$ cat config.mk
export PLATFORM = sky130hd
export DESIGN_NAME = moore_non
export DESIGN_NICKNAME = d
export VERILOG_FILES = /design/src/rtl/moore_non_pkg.sv /design/src/rtl/moore_non.sv
export SDC_FILE = /design/constraint.sdc
export NUM_CORES = 1
export LEC_CHECK = 0
export ABC_AREA = 1
export CORE_AREA = 4 4 41 43
export DETAILED_ROUTE_END_ITERATION = 8
export DIE_AREA = 0 0 45 47
export DONT_BUFFER_PORTS = 1
export PLACE_DENSITY = 0.3
export SLEW_MARGIN = 25
export SYNTH_ARGS = -nofsm -noshare
export SYNTH_HDL_FRONTEND = slang
export SYNTH_SLANG_ARGS = --single-unit
$ cat constraint.sdc
create_clock -name clk -period 1.15 [get_ports clk]
set_input_delay 0.115 -clock clk [delete_from_list [all_inputs] [get_ports clk]]
set_output_delay 0.115 -clock clk [all_outputs]
set_load 0.05 [all_outputs]
$ cat src/rtl/moore_non_pkg.sv
// State encoding shared by the 1101 detector and its reference model.
package moore_non_pkg;

  localparam int STATE_W = 3;

  typedef enum logic [STATE_W-1:0] {
    S0 = 3'd0,
    S1 = 3'd1,
    S2 = 3'd2,
    S3 = 3'd3,
    S4 = 3'd4
  } state_t;

endpackage

$ cat src/rtl/moore_non.sv
// Moore detector for serial pattern 1101, non-overlapping; out is decoded from state only.
// out rises after the edge sampling the final 1 and lasts one period; no backpressure.
module moore_non
  import moore_non_pkg::*;
(
  input  logic clk,
  input  logic reset,
  input  logic in,
  output logic out
);

  state_t ps;
  state_t ns;

  always_ff @(posedge clk or posedge reset) begin
    if (reset) ps <= S0;
    else       ps <= ns;
  end

  always_comb begin
    ns  = S0;
    out = 1'b0;
    case (ps)
      S0:      ns = in ? S1 : S0;
      S1:      ns = in ? S2 : S0;
      // A third consecutive 1 falls back to idle rather than staying at "11".
      S2:      ns = in ? S0 : S3;
      S3:      ns = in ? S4 : S0;
      // The bit sampled in S4 is dropped so matches never share bits.
      S4:      ns = S0;
      default: ns = S0;
    endcase
    out = (ps == S4);
  end

endmodule

==> flow_summary.toml <==
[status]
outcome = "complete, no violations"

[yosys]
synth_ff_type = "dfrtp_1"
synth_compound_area_share_pct = 0
yosysTopAreaCellShare_pct = 50.42
synthDistinctLibCells = 8
yosys_warnings = 0
synth_edf_count = 0
yosys_register_bits = 3
yosys-top-cells-area = "dfrtp_1, nor2_1, inv_1"
netlist_area_um2 = 148.9
syn_nets = 24
ys_async_sr_fraction_pct = 100.0
synth_top_family_by_area = "simple AND/OR/NAND/NOR gates"
synthTopCellsByCount = "nor2_1, inv_1, nand2_1"
synthMuxAreaShare_pct = 0
synth_area_leader_cell = "dfrtp_1"
synth_xor_area_share_pct = 0
yosys.area_share.simple_pct = 36.97
syn_avg_cell_area_um2 = 7.090
synth.most_common_cell = "nor2_1"
yosysSeqAreaShare_pct = 50.42
synth_adder_area_share_pct = 0
synthCells = 21

[clocking]
clkLatencyLatePin_ps = 230
clk_pin_slew_ps = 40
clock_sinks = 3
clock_path_buffers = 2
htree_levels = 1
cts_tree = "built"
root_buffer = "clkbuf_4"
cts_buffers = 3

[final_layout]
drive_gt1_share_pct = 40.00
largest-register = "ps"
multiInputGateArea_um2 = 66.31
diodes = 0
largest_register_ffs = 3
fill_cells = 161
syn_to_final_growth_pct = 73.95
num-nets-final = 34
largestRegisters = "ps: 3 flops"
regArea_um2 = 76.32

[setup_path]
critical_path_required_ps = 1030
critPathKind = "register to output pin"
cp_slowest_cell = "dfrtp_2"
startpoint_type = "register"
critPathCaptureType = "output pin"
path_cells = "nor3_4, buf_12"
worst_path_largest_cell_delay_ps = 420
cp.arrival_ps = 1030
cp_max_fo = 3

[timing]
grt_setup_unrepaired = "yes"
worstMarginPinSlew_ps = 168.7
fin_tns_setup_ps = 0
slew_viol_final = 0
final.period_utilization_pct = 99.34
relSlewSlack_pct = 88.72
hold_viol = 0
finalCriticalPeriod_ps = 1142
setup_viol = 0
whs_ps = 34.30
timing.fmax_mhz = 875.4
skew_ps = 3.446

[routing]
ant_nets = 0
dr.first_iter.drc_count = 5
wl_um = 338
num_vias = 144
drc = 0
wl_per_cell_um = 7.511
routed_via_density = 3.200
dr.pass1.iters = 4

[floorplan]
dieWidth_um = 45
core_mm2 = 0.001301
rows = 13
start_util_pct = 11.44
die_area_mm2 = 0.002115
pin_count = 4
die_h_um = 47

[placement]
dp_hpwl_um = 226
portBuffers = 0
place_congestion = 0.5682

[pwr]
power_leakage_nw = 0.1282
ir_worst_vdd_mv = 0.7564
p_per_area_mw_per_mm2 = 2235

[worst_hold_path]
hold_class = "primary input to register"

[flow_run]
maxCapViolations = 0

[grt]
grt_max_degree = 6
grt_pass1_wl_um = 593
grt_overflow_total = 0
track_usage_pct = 4.444
antenna_found_initial = 0
first_global_vias = 141
==> cell families after synthesis <==
logic type | Yosys count
and+or+nand+nor | 13
buffers and inverters | 5
DFF | 3
==> power breakdown <==
part	internal (mW)	total [mW]	switching, mW
sequential	0.146	0.191	0.0452
combinational	0.0999	0.206	0.106
clock	0.130	0.181	0.0513
total	0.376	0.579	0.203
==> final timing paths <==
check / to / startpoint / cells after the start / slack [ps]
worst min-delay path: ps[0]$_DFF_PP0_ / in / 2 / 30
max in group asynchronous: ps[1]$_DFF_PP0_ / reset / 2 / 820
worst max-delay path: out / ps[1]$_DFF_PP0_ / 2 / 8
min in group asynchronous: ps[0]$_DFF_PP0_ / reset / 2 / 190
worst max register to register: ps[1]$_DFF_PP0_ / ps[1]$_DFF_PP0_ / 5 / 260
worst min register to register: ps[1]$_DFF_PP0_ / ps[2]$_DFF_PP0_ / 3 / 580
==> final cells by class <==
cell class	count	share of cell area [%]
inverter	5	7.246
multi-input combinational	13	25.60
tap	15	7.246
clock buffer	4	10.14
timing repair buffer	5	20.29
sequential	3	29.47
==> per-layer routing <==
metal  vias to the layer above  part of all wire (%)  global-route usage [%]
met1                        62                    53                   4.839
met2                         4                    38                   5.367
met5                         -                     0                       0
met4                         0                     0                   5.263
li1                         78                     -                       -
met3                         0                   8.9                   2.682
==> metrics by stage <==
stage / std cells / area, um2 / setup WS [ps] / power (mW) / util [%]
floorplan: 21 / 160.2 / 119.5 / 0.2965 / -
global placement: 37 / 198.9 / 207.2 / 0.3335 / 15.29
detailed placement: 37 / 198.9 / 194.7 / 0.3369 / 15.29
CTS: 44 / 251.5 / -5.588 / 0.5709 / 19.33
global route: 45 / 259.0 / -37.07 / 0.6415 / 19.90
finish: 45 / 259.0 / 7.608 / 0.5788 / 19.90
==> cell usage in the layout (no fill, tap or decap), drive strengths merged <==
cell	instances
inv	5
nand3	2
clkbuf	4
dfrtp	3
nor3	1
buf	4
dlygate4sd3	1
nand2	4
nor2	6
==> critical path, delay by kind of cell (launching register included) <==
| kind | cells | cell delay, ps |
|---|---|---|
| buffers and inverters | 1 | 160 |
| AND/OR/NAND/NOR | 1 | 220 |
| flip-flops | 1 | 420 |
==> repair_timing <==
| action | 4_1_cts | 5_1_grt |
|---|---|---|
| gates cloned | 0 | 0 |
| endpoints found under the hold margin | 3 | 0 |
| resized for setup | 2 | 0 |
| hold buffers | 1 | 0 |
| pin swaps | 1 | 1 |
| setup buffers | 2 | 1 |
| endpoints found under the setup margin | 1 | 1 |
No activity file was read; power rests on OpenSTA's default activity.
